==> src/rtl/dispatch_credit_ctrl_pkg.sv <==
// rtl/dispatch_credit_ctrl_pkg.sv - shared types, defaults and opcode-to-RS mapping for dispatch
package dispatch_credit_ctrl_pkg;

  localparam int NUM_RS_ENTRIES_DEF     = 8;
  localparam int FLUSH_DRAIN_CYCLES_DEF = 2;

  typedef enum logic [1:0] {
    RS_NONE = 2'd0,
    RS_ALU  = 2'd1,
    RS_LSU  = 2'd2,
    RS_BRU  = 2'd3
  } rs_class_t;

  typedef enum logic {
    ST_RUN   = 1'b0,
    ST_DRAIN = 1'b1
  } dispatch_state_t;

  // Used by decode; anything without an RS (fences, system ops) needs no credit.
  function automatic rs_class_t rs_class_of(input logic [6:0] opcode);
    case (opcode)
      7'b0000011, 7'b0100011:             return RS_LSU;
      7'b1100011, 7'b1101111, 7'b1100111: return RS_BRU;
      7'b0110011, 7'b0010011,
      7'b0110111, 7'b0010111:             return RS_ALU;
      default:                            return RS_NONE;
    endcase
  endfunction

endpackage

==> src/rtl/dispatch_credit_ctrl_if.sv <==
// rtl/dispatch_credit_ctrl_if.sv - rename/issue/dispatch bundle; DISPATCH_PERF_EN adds perf counters
interface dispatch_credit_ctrl_if
  import dispatch_credit_ctrl_pkg::*;
#(
  parameter int NUM_RS_ENTRIES = NUM_RS_ENTRIES_DEF
);
  localparam int CW = $clog2(NUM_RS_ENTRIES + 1);

  logic [1:0]    rename_valid;
  rs_class_t     rename_class_0;
  rs_class_t     rename_class_1;
  logic          issue_alu_valid;
  logic          issue_ls_valid;
  logic          issue_branch_valid;
  logic          flush;
  logic [1:0]    dispatch_accept;
  logic          rename_stall;
  logic          dispatch_alu_valid_0;
  logic          dispatch_alu_valid_1;
  logic          dispatch_ls_valid_0;
  logic          dispatch_ls_valid_1;
  logic          dispatch_branch_valid_0;
  logic          dispatch_branch_valid_1;
  logic [CW-1:0] credit_alu;
  logic [CW-1:0] credit_ls;
  logic [CW-1:0] credit_br;
`ifdef DISPATCH_PERF_EN
  logic [31:0]   perf_stall_alu;
  logic [31:0]   perf_stall_ls;
  logic [31:0]   perf_stall_br;
  logic [31:0]   perf_stall_flush;
`endif

  modport master (
    output rename_valid, rename_class_0, rename_class_1,
           issue_alu_valid, issue_ls_valid, issue_branch_valid, flush,
    input  dispatch_accept, rename_stall,
           dispatch_alu_valid_0, dispatch_alu_valid_1,
           dispatch_ls_valid_0, dispatch_ls_valid_1,
           dispatch_branch_valid_0, dispatch_branch_valid_1,
           credit_alu, credit_ls, credit_br
`ifdef DISPATCH_PERF_EN
    , input perf_stall_alu, perf_stall_ls, perf_stall_br, perf_stall_flush
`endif
  );

  modport slave (
    input  rename_valid, rename_class_0, rename_class_1,
           issue_alu_valid, issue_ls_valid, issue_branch_valid, flush,
    output dispatch_accept, rename_stall,
           dispatch_alu_valid_0, dispatch_alu_valid_1,
           dispatch_ls_valid_0, dispatch_ls_valid_1,
           dispatch_branch_valid_0, dispatch_branch_valid_1,
           credit_alu, credit_ls, credit_br
`ifdef DISPATCH_PERF_EN
    , output perf_stall_alu, perf_stall_ls, perf_stall_br, perf_stall_flush
`endif
  );

endinterface

==> src/rtl/dispatch_credit_ctrl_rs_credit_counter.sv <==
// rtl/dispatch_credit_ctrl_rs_credit_counter.sv - saturating free-entry credit counter for one RS
module rs_credit_counter #(
  parameter int NUM_RS_ENTRIES = 8,
  parameter int CW             = $clog2(NUM_RS_ENTRIES + 1)
) (
  input  logic          clk,
  input  logic          rst,
  input  logic [1:0]    dispatch_cnt,
  input  logic          issue,
  input  logic          flush,
  output logic [CW-1:0] credit
);

  localparam logic signed [CW:0] FULL = (CW+1)'(NUM_RS_ENTRIES);

  logic signed [CW:0] sum;
  logic [CW-1:0]      credit_next;

  // One extra bit so a dip below zero or a climb past full stays visible.
  always_comb begin
    sum = $signed({1'b0, credit}) - $signed({{(CW-1){1'b0}}, dispatch_cnt})
        + $signed({{CW{1'b0}}, issue});
    if (sum[CW])
      credit_next = '0;
    else if (sum > FULL)
      credit_next = FULL[CW-1:0];
    else
      credit_next = sum[CW-1:0];
  end

  always_ff @(posedge clk or negedge rst) begin
    if (!rst)
      credit <= FULL[CW-1:0];
    else if (flush)
      credit <= FULL[CW-1:0];
    else
      credit <= credit_next;
  end

`ifndef SYNTHESIS
  always @(posedge clk) begin
    if (rst && !flush)
      assert (!sum[CW] && sum <= FULL)
        else $error("rs_credit_counter: credit protocol violation");
  end
`endif

endmodule

==> src/rtl/dispatch_credit_ctrl.sv <==
// rtl/dispatch_credit_ctrl.sv - credit-based in-order dispatch to ALU/LSU/BRU RS; DISPATCH_PERF_EN adds stall counters
module dispatch_credit_ctrl
  import dispatch_credit_ctrl_pkg::*;
#(
  parameter int NUM_RS_ENTRIES     = NUM_RS_ENTRIES_DEF,
  parameter int FLUSH_DRAIN_CYCLES = FLUSH_DRAIN_CYCLES_DEF
) (
  input  logic                 clk,
  input  logic                 rst,
  dispatch_credit_ctrl_if.slave bus
);

  localparam int CW = $clog2(NUM_RS_ENTRIES + 1);
  localparam int DW = (FLUSH_DRAIN_CYCLES > 1) ? $clog2(FLUSH_DRAIN_CYCLES) : 1;
  localparam logic [DW-1:0] DRAIN_LOAD = DW'(FLUSH_DRAIN_CYCLES - 1);

  dispatch_state_t state, state_next;
  logic [DW-1:0]   drain_cnt, drain_cnt_next;

  rs_class_t     c0, c1;
  logic          en, ok0, ok1, acc0, acc1;
  logic [CW-1:0] cred0, cred1, need1;
  logic [1:0]    alu_cnt, ls_cnt, br_cnt;

  function automatic logic [CW-1:0] credit_sel(input rs_class_t c, input logic [CW-1:0] a,
                                               input logic [CW-1:0] l, input logic [CW-1:0] b);
    case (c)
      RS_ALU:  return a;
      RS_LSU:  return l;
      RS_BRU:  return b;
      default: return '0;
    endcase
  endfunction

  always_comb begin
    c0    = bus.rename_class_0;
    c1    = bus.rename_class_1;
    en    = rst && (state == ST_RUN) && !bus.flush;
    cred0 = credit_sel(c0, bus.credit_alu, bus.credit_ls, bus.credit_br);
    cred1 = credit_sel(c1, bus.credit_alu, bus.credit_ls, bus.credit_br);
    ok0   = (c0 == RS_NONE) || (cred0 != '0);
    acc0  = en && bus.rename_valid[0] && ok0;
    // Slot 1 must also cover whatever slot 0 takes from the same RS.
    need1 = (acc0 && (c1 == c0)) ? CW'(2) : CW'(1);
    ok1   = (c1 == RS_NONE) || (cred1 >= need1);
    acc1  = en && bus.rename_valid[1] && (acc0 || !bus.rename_valid[0]) && ok1;
  end

  assign bus.dispatch_accept         = {acc1, acc0};
  assign bus.rename_stall            = rst && |(bus.rename_valid & ~{acc1, acc0});
  assign bus.dispatch_alu_valid_0    = acc0 && (c0 == RS_ALU);
  assign bus.dispatch_alu_valid_1    = acc1 && (c1 == RS_ALU);
  assign bus.dispatch_ls_valid_0     = acc0 && (c0 == RS_LSU);
  assign bus.dispatch_ls_valid_1     = acc1 && (c1 == RS_LSU);
  assign bus.dispatch_branch_valid_0 = acc0 && (c0 == RS_BRU);
  assign bus.dispatch_branch_valid_1 = acc1 && (c1 == RS_BRU);

  assign alu_cnt = {1'b0, bus.dispatch_alu_valid_0}    + {1'b0, bus.dispatch_alu_valid_1};
  assign ls_cnt  = {1'b0, bus.dispatch_ls_valid_0}     + {1'b0, bus.dispatch_ls_valid_1};
  assign br_cnt  = {1'b0, bus.dispatch_branch_valid_0} + {1'b0, bus.dispatch_branch_valid_1};

  rs_credit_counter #(.NUM_RS_ENTRIES(NUM_RS_ENTRIES), .CW(CW)) u_cnt_alu (
    .clk(clk), .rst(rst), .dispatch_cnt(alu_cnt), .issue(bus.issue_alu_valid),
    .flush(bus.flush), .credit(bus.credit_alu));
  rs_credit_counter #(.NUM_RS_ENTRIES(NUM_RS_ENTRIES), .CW(CW)) u_cnt_ls (
    .clk(clk), .rst(rst), .dispatch_cnt(ls_cnt), .issue(bus.issue_ls_valid),
    .flush(bus.flush), .credit(bus.credit_ls));
  rs_credit_counter #(.NUM_RS_ENTRIES(NUM_RS_ENTRIES), .CW(CW)) u_cnt_br (
    .clk(clk), .rst(rst), .dispatch_cnt(br_cnt), .issue(bus.issue_branch_valid),
    .flush(bus.flush), .credit(bus.credit_br));

  always_ff @(posedge clk or negedge rst) begin
    if (!rst) begin
      state     <= ST_RUN;
      drain_cnt <= '0;
    end else begin
      state     <= state_next;
      drain_cnt <= drain_cnt_next;
    end
  end

  // Loading N-1 blocks the flush cycle plus N DRAIN cycles.
  always_comb begin
    state_next     = state;
    drain_cnt_next = drain_cnt;
    case (state)
      ST_RUN: begin
        if (bus.flush) begin
          state_next     = ST_DRAIN;
          drain_cnt_next = DRAIN_LOAD;
        end
      end
      ST_DRAIN: begin
        if (bus.flush)
          drain_cnt_next = DRAIN_LOAD;
        else if (drain_cnt == '0)
          state_next = ST_RUN;
        else
          drain_cnt_next = drain_cnt - DW'(1);
      end
      default: state_next = ST_RUN;
    endcase
  end

`ifdef DISPATCH_PERF_EN
  logic blk0, blk1;
  logic [31:0] perf_alu, perf_ls, perf_br, perf_flush;

  always_comb begin
    blk0 = en && bus.rename_valid[0] && !acc0;
    blk1 = en && !(bus.rename_valid[0] && !acc0) && bus.rename_valid[1] && !acc1;
  end

  always_ff @(posedge clk or negedge rst) begin
    if (!rst) begin
      perf_alu   <= '0;
      perf_ls    <= '0;
      perf_br    <= '0;
      perf_flush <= '0;
    end else begin
      if ((blk0 && c0 == RS_ALU) || (blk1 && c1 == RS_ALU)) perf_alu <= perf_alu + 32'd1;
      if ((blk0 && c0 == RS_LSU) || (blk1 && c1 == RS_LSU)) perf_ls  <= perf_ls + 32'd1;
      if ((blk0 && c0 == RS_BRU) || (blk1 && c1 == RS_BRU)) perf_br  <= perf_br + 32'd1;
      if (state == ST_DRAIN && |bus.rename_valid) perf_flush <= perf_flush + 32'd1;
    end
  end

  assign bus.perf_stall_alu   = perf_alu;
  assign bus.perf_stall_ls    = perf_ls;
  assign bus.perf_stall_br    = perf_br;
  assign bus.perf_stall_flush = perf_flush;
`endif

endmodule

==> src/flat_wrapper.sv <==
// flat-port wrapper written by rule: the top's interface ports become plain ports
module dispatch_credit_ctrl_flat import dispatch_credit_ctrl_pkg::*;
#(
  parameter int NUM_RS_ENTRIES     = NUM_RS_ENTRIES_DEF,
  parameter int FLUSH_DRAIN_CYCLES = FLUSH_DRAIN_CYCLES_DEF
)
  (clk, rst, bus_rename_valid, bus_rename_class_0, bus_rename_class_1, bus_issue_alu_valid, bus_issue_ls_valid, bus_issue_branch_valid, bus_flush, bus_dispatch_accept, bus_rename_stall, bus_dispatch_alu_valid_0, bus_dispatch_alu_valid_1, bus_dispatch_ls_valid_0, bus_dispatch_ls_valid_1, bus_dispatch_branch_valid_0, bus_dispatch_branch_valid_1, bus_credit_alu, bus_credit_ls, bus_credit_br);
  dispatch_credit_ctrl_if #(.NUM_RS_ENTRIES(NUM_RS_ENTRIES)) bus_i ();
  input  logic clk;
  input  logic rst;
  input wire logic [$bits(bus_i.rename_valid)-1:0] bus_rename_valid;
  input wire logic [$bits(bus_i.rename_class_0)-1:0] bus_rename_class_0;
  input wire logic [$bits(bus_i.rename_class_1)-1:0] bus_rename_class_1;
  input wire logic [$bits(bus_i.issue_alu_valid)-1:0] bus_issue_alu_valid;
  input wire logic [$bits(bus_i.issue_ls_valid)-1:0] bus_issue_ls_valid;
  input wire logic [$bits(bus_i.issue_branch_valid)-1:0] bus_issue_branch_valid;
  input wire logic [$bits(bus_i.flush)-1:0] bus_flush;
  output wire logic [$bits(bus_i.dispatch_accept)-1:0] bus_dispatch_accept;
  output wire logic [$bits(bus_i.rename_stall)-1:0] bus_rename_stall;
  output wire logic [$bits(bus_i.dispatch_alu_valid_0)-1:0] bus_dispatch_alu_valid_0;
  output wire logic [$bits(bus_i.dispatch_alu_valid_1)-1:0] bus_dispatch_alu_valid_1;
  output wire logic [$bits(bus_i.dispatch_ls_valid_0)-1:0] bus_dispatch_ls_valid_0;
  output wire logic [$bits(bus_i.dispatch_ls_valid_1)-1:0] bus_dispatch_ls_valid_1;
  output wire logic [$bits(bus_i.dispatch_branch_valid_0)-1:0] bus_dispatch_branch_valid_0;
  output wire logic [$bits(bus_i.dispatch_branch_valid_1)-1:0] bus_dispatch_branch_valid_1;
  output wire logic [$bits(bus_i.credit_alu)-1:0] bus_credit_alu;
  output wire logic [$bits(bus_i.credit_ls)-1:0] bus_credit_ls;
  output wire logic [$bits(bus_i.credit_br)-1:0] bus_credit_br;
  assign bus_i.rename_valid = bus_rename_valid;
  assign bus_i.rename_class_0 = bus_rename_class_0;
  assign bus_i.rename_class_1 = bus_rename_class_1;
  assign bus_i.issue_alu_valid = bus_issue_alu_valid;
  assign bus_i.issue_ls_valid = bus_issue_ls_valid;
  assign bus_i.issue_branch_valid = bus_issue_branch_valid;
  assign bus_i.flush = bus_flush;
  assign bus_dispatch_accept = bus_i.dispatch_accept;
  assign bus_rename_stall = bus_i.rename_stall;
  assign bus_dispatch_alu_valid_0 = bus_i.dispatch_alu_valid_0;
  assign bus_dispatch_alu_valid_1 = bus_i.dispatch_alu_valid_1;
  assign bus_dispatch_ls_valid_0 = bus_i.dispatch_ls_valid_0;
  assign bus_dispatch_ls_valid_1 = bus_i.dispatch_ls_valid_1;
  assign bus_dispatch_branch_valid_0 = bus_i.dispatch_branch_valid_0;
  assign bus_dispatch_branch_valid_1 = bus_i.dispatch_branch_valid_1;
  assign bus_credit_alu = bus_i.credit_alu;
  assign bus_credit_ls = bus_i.credit_ls;
  assign bus_credit_br = bus_i.credit_br;
  dispatch_credit_ctrl #(.NUM_RS_ENTRIES(NUM_RS_ENTRIES), .FLUSH_DRAIN_CYCLES(FLUSH_DRAIN_CYCLES)) u_core (.clk(clk), .rst(rst), .bus(bus_i));
endmodule
==> config.mk <==
export PLATFORM = sky130hd
export DESIGN_NAME = dispatch_credit_ctrl_flat
export DESIGN_NICKNAME = d
export VERILOG_FILES = /design/src/rtl/dispatch_credit_ctrl_pkg.sv /design/src/rtl/dispatch_credit_ctrl_if.sv /design/src/rtl/dispatch_credit_ctrl_rs_credit_counter.sv /design/src/rtl/dispatch_credit_ctrl.sv /design/src/flat_wrapper.sv
export SDC_FILE = /design/constraint.sdc
export NUM_CORES = 1
export LEC_CHECK = 0
export BUFFER_PORTS_ARGS = -buffer_cell sky130_fd_sc_hd__buf_4
export CORE_AREA = 3 3 57 59
export CTS_CLUSTER_SIZE = 24
export DETAILED_ROUTE_END_ITERATION = 10
export DIE_AREA = 0 0 60 62
export PLACE_DENSITY = 0.86
export RECOVER_POWER = 25
export SLEW_MARGIN = 20
export SYNTH_ARGS = -nofsm -noshare
export SYNTH_HDL_FRONTEND = slang
export SYNTH_SLANG_ARGS = --single-unit
==> constraint.sdc <==
create_clock -name clk -period 3.9 [get_ports clk]
set_input_delay 0.585 -clock clk [delete_from_list [all_inputs] [get_ports clk]]
set_output_delay 0.585 -clock clk [all_outputs]
set_load 0.005 [all_outputs]
==> results.json <==
{
  "cts_tree": "done",
  "cts.sinks": 14,
  "synthCells": 143,
  "finalCritPeriodShare_pct": 110,
  "ctsRootBufferMaster": "clkbuf_4",
  "ios": 33,
  "maxCapViolCount": 0,
  "final_cells": 242,
  "synth_nets": 178,
  "finalInstanceArea_um2": 2180,
  "mostFrequentLayoutCells": "64 x buf_4, 24 x inv_1, 11 x ha_4, 11 x dfrtp_1, 9 x inv_2",
  "grt_overflow": 0,
  "cts_max_level": 1,
  "postLayoutSetupSlackWorst_ns": -0.391,
  "skew_ns": 0.00548,
  "dieArea_um2": 3720,
  "dr.pass1.iters": 4,
  "hp-class": "reg2reg",
  "dpl_cell_area_um2": 1860,
  "hold_viol_final": 0,
  "power_density_nw_per_um2": 320,
  "nets": 247,
  "initial_core_util_pct": 48.1,
  "ys_types": 37,
  "slew_violations": 0,
  "relSlewSlack_pct": 45.8,
  "vias": 1301,
  "synth_flop_cell": "dfrtp_1",
  "fin_crit_ns": 4.29,
  "rsz0062_at_grt": "true",
  "track_usage_pct": 23.1,
  "cts_buffer_depth": 2,
  "leakage_uw": 0.00104,
  "clk_latency_ns": 0.28,
  "synth-seq-cells": 14,
  "antenna_found_initial": 0,
  "gp_congestion": 0.860,
  "synth_edf_count": 0,
  "grt_pass1_vias": 1399,
  "n_fill_cell": 173,
  "layout-drive-gt1-share_pct": 60.2,
  "wire_per_inst_um": 17.2,
  "syn-cell-area_um2": 1330,
  "required_ns": 4.11,
  "drc": 0,
  "worstPathArrival_ns": 4.50,
  "dp_hpwl_um": 3030,
  "row_count": 19,
  "path_max_fanout": 3,
  "ant_nets": 0,
  "yosysSeqAreaShare_pct": 26.7,
  "ys_warn_count": 0,
  "ir_worst_vdd_v": 0.000371,
  "final_common_cell": "buf_4",
  "dpl.cell_count": 233,
  "grt_max_degree": 17,
  "core_um2": 2760,
  "routed_via_density": 5.38,
  "cts-hold-fix-buffers": 0,
  "synth-async-reset-ratio_pct": 100,
  "setup_viol": 12,
  "worst_pin_slew_ns": 0.813,
  "area_delta_synth_final_pct": 64.3,
  "drtIter0Drc": 73,
  "chipWidth_um": 60,
  "die_h_um": 62,
  "fmax_mhz": 233,
  "avgSynthCellArea_um2": 9.28,
  "timing_worst_setup_path_type": "reg2reg",
  "cts.clk_slew.worst_paths_ns": 0.08,
  "start_kind": "flip-flop",
  "io_buffers": 32,
  "drt_wl_total_um": 4170,
  "antennaDiodeCount": 0,
  "endpoint_kind": "flip-flop",
  "grt_pass1_wl_um": 6330,
  "numCtsBuffers": 3,
  "violations": "negative setup slack",
  "status": "finished, violations left"
}
-- cells in the mapped netlist (3+ instances only) --
cell type  count  area (µm²)
a21oi_1        4        20.0
xnor2_1        5        43.8
a21o_1         5        37.5
o21bai_1       3        22.5
or4_1          3        22.5
nand2b_1       6        37.5
inv_1         33         124
dfstp_2        3        78.8
xor2_1         3        26.3
nor3_1        11        55.1
ha_1          17         213
dfrtp_1       11         275
fa_1           6         120
nand2_1        3        11.3
-- final timing paths --
kind	startpoint	to	slack, ns	cells past startpoint
setup / recovery	u_core.u_cnt_alu.credit[0]	u_core.u_cnt_ls.credit[1]	-0.39	18
hold / removal	u_core.drain_cnt	u_core.drain_cnt	0.49	1
min in group asynchronous	rst	u_core.u_cnt_ls.credit[1]	0.53	2
hold reg to reg	u_core.drain_cnt	u_core.drain_cnt	0.49	1
setup reg to reg	u_core.u_cnt_alu.credit[0]	u_core.u_cnt_ls.credit[1]	-0.39	18
max in group asynchronous	rst	u_core.u_cnt_alu.credit[2]	2.87	2
-- what timing repair did --
| action | CTS | global route |
|---|---|---|
| endpoints found under the hold margin | 0 | 0 |
| buffers inserted | 4 | 1 |
| setup endpoints to repair | 12 | 13 |
| pin swaps | 17 | 16 |
| cloned | 0 | 0 |
| gates resized for setup | 21 | 27 |
-- metrics by stage --
stage / TNS [ns] / hold slack [ns] / power (µW) / setup WS [ns] / util [%]
4_1_cts: -2.64 / 0.252 / 663 / -0.320 / 73.6
5_1_grt: -5.23 / 0.522 / 748 / -0.534 / 79.1
3_3_place_gp: -2.36 / 0.460 / 473 / -0.278 / 67.4
6_report: -3.25 / 0.490 / 699 / -0.391 / 79.1
3_5_place_dp: -4.57 / 0.477 / 492 / -0.481 / 67.4
2_1_floorplan: -0.506 / 0.289 / 358 / -0.151 / -
-- flip-flops by register name, summed over array words and instances, names as in the netlist --
name	count
u_core.drain_cnt	1
u_core.u_cnt_ls.credit	4
u_core.u_cnt_br.credit	4
u_core.u_cnt_alu.credit	4
u_core.state	1
-- power by group --
group	internal [µW]	switching (µW)	total (µW)
registers	175	11.9	187
logic	196	212	408
clock network	56.9	46.7	104
-- cell type report --
cell class / count / area, µm² / share of cell area [%]
clock buffers: 4 / 36.3 / 1.66
inverters: 33 / 124 / 5.68
multi-input cells: 93 / 1130 / 51.7
flip-flops and latches: 14 / 354 / 16.2
well taps: 31 / 38.8 / 1.78
repair buffers: 67 / 499 / 22.9
-- critical path, stage by stage (launching register included) --
cell,delay [ns]
dfrtp_1,0.39
or4_1,0.58
o211ai_2,0.26
nor2_4,0.07
nand3_4,0.08
ha_4,0.13
nand2b_4,0.11
a221o_1,0.17
o211ai_2,0.11
buf_4,0.16
or4b_4,0.51
fa_2,0.56
ha_4,0.14
ha_4,0.14
inv_2,0.04
fa_2,0.36
xor2_2,0.15
nand2b_1,0.13
nor3_1,0.14
-- per-layer routing --
metal / share of wire [%] / global-route usage (%) / up-vias / routed length [µm]
met3: 3.3 / 2.48 / 14 / 136
met1: 40 / 25.5 / 640 / 1660
met4: 3.0 / 12.0 / 0 / 127
met5: 0 / 0 / - / 0
met2: 54 / 43.7 / 36 / 2250
li1: - / - / 611 / -
-- cell families (layout without fill, tap and decap cells) --
family	count (synthesis)	count (layout)	share of synthesized area [%]
xor gates and xnor gates	8	8	5.28
muxes	2	2	1.51
buffers and inverters	36	104	11.3
AOI/OAI and AO/OA	21	21	11.9
DFF	14	14	26.7
adders and majority gates	23	23	25.1
and+or+nand+nor	39	39	18.3
Note: power is estimated with default switching activity, not from simulation.
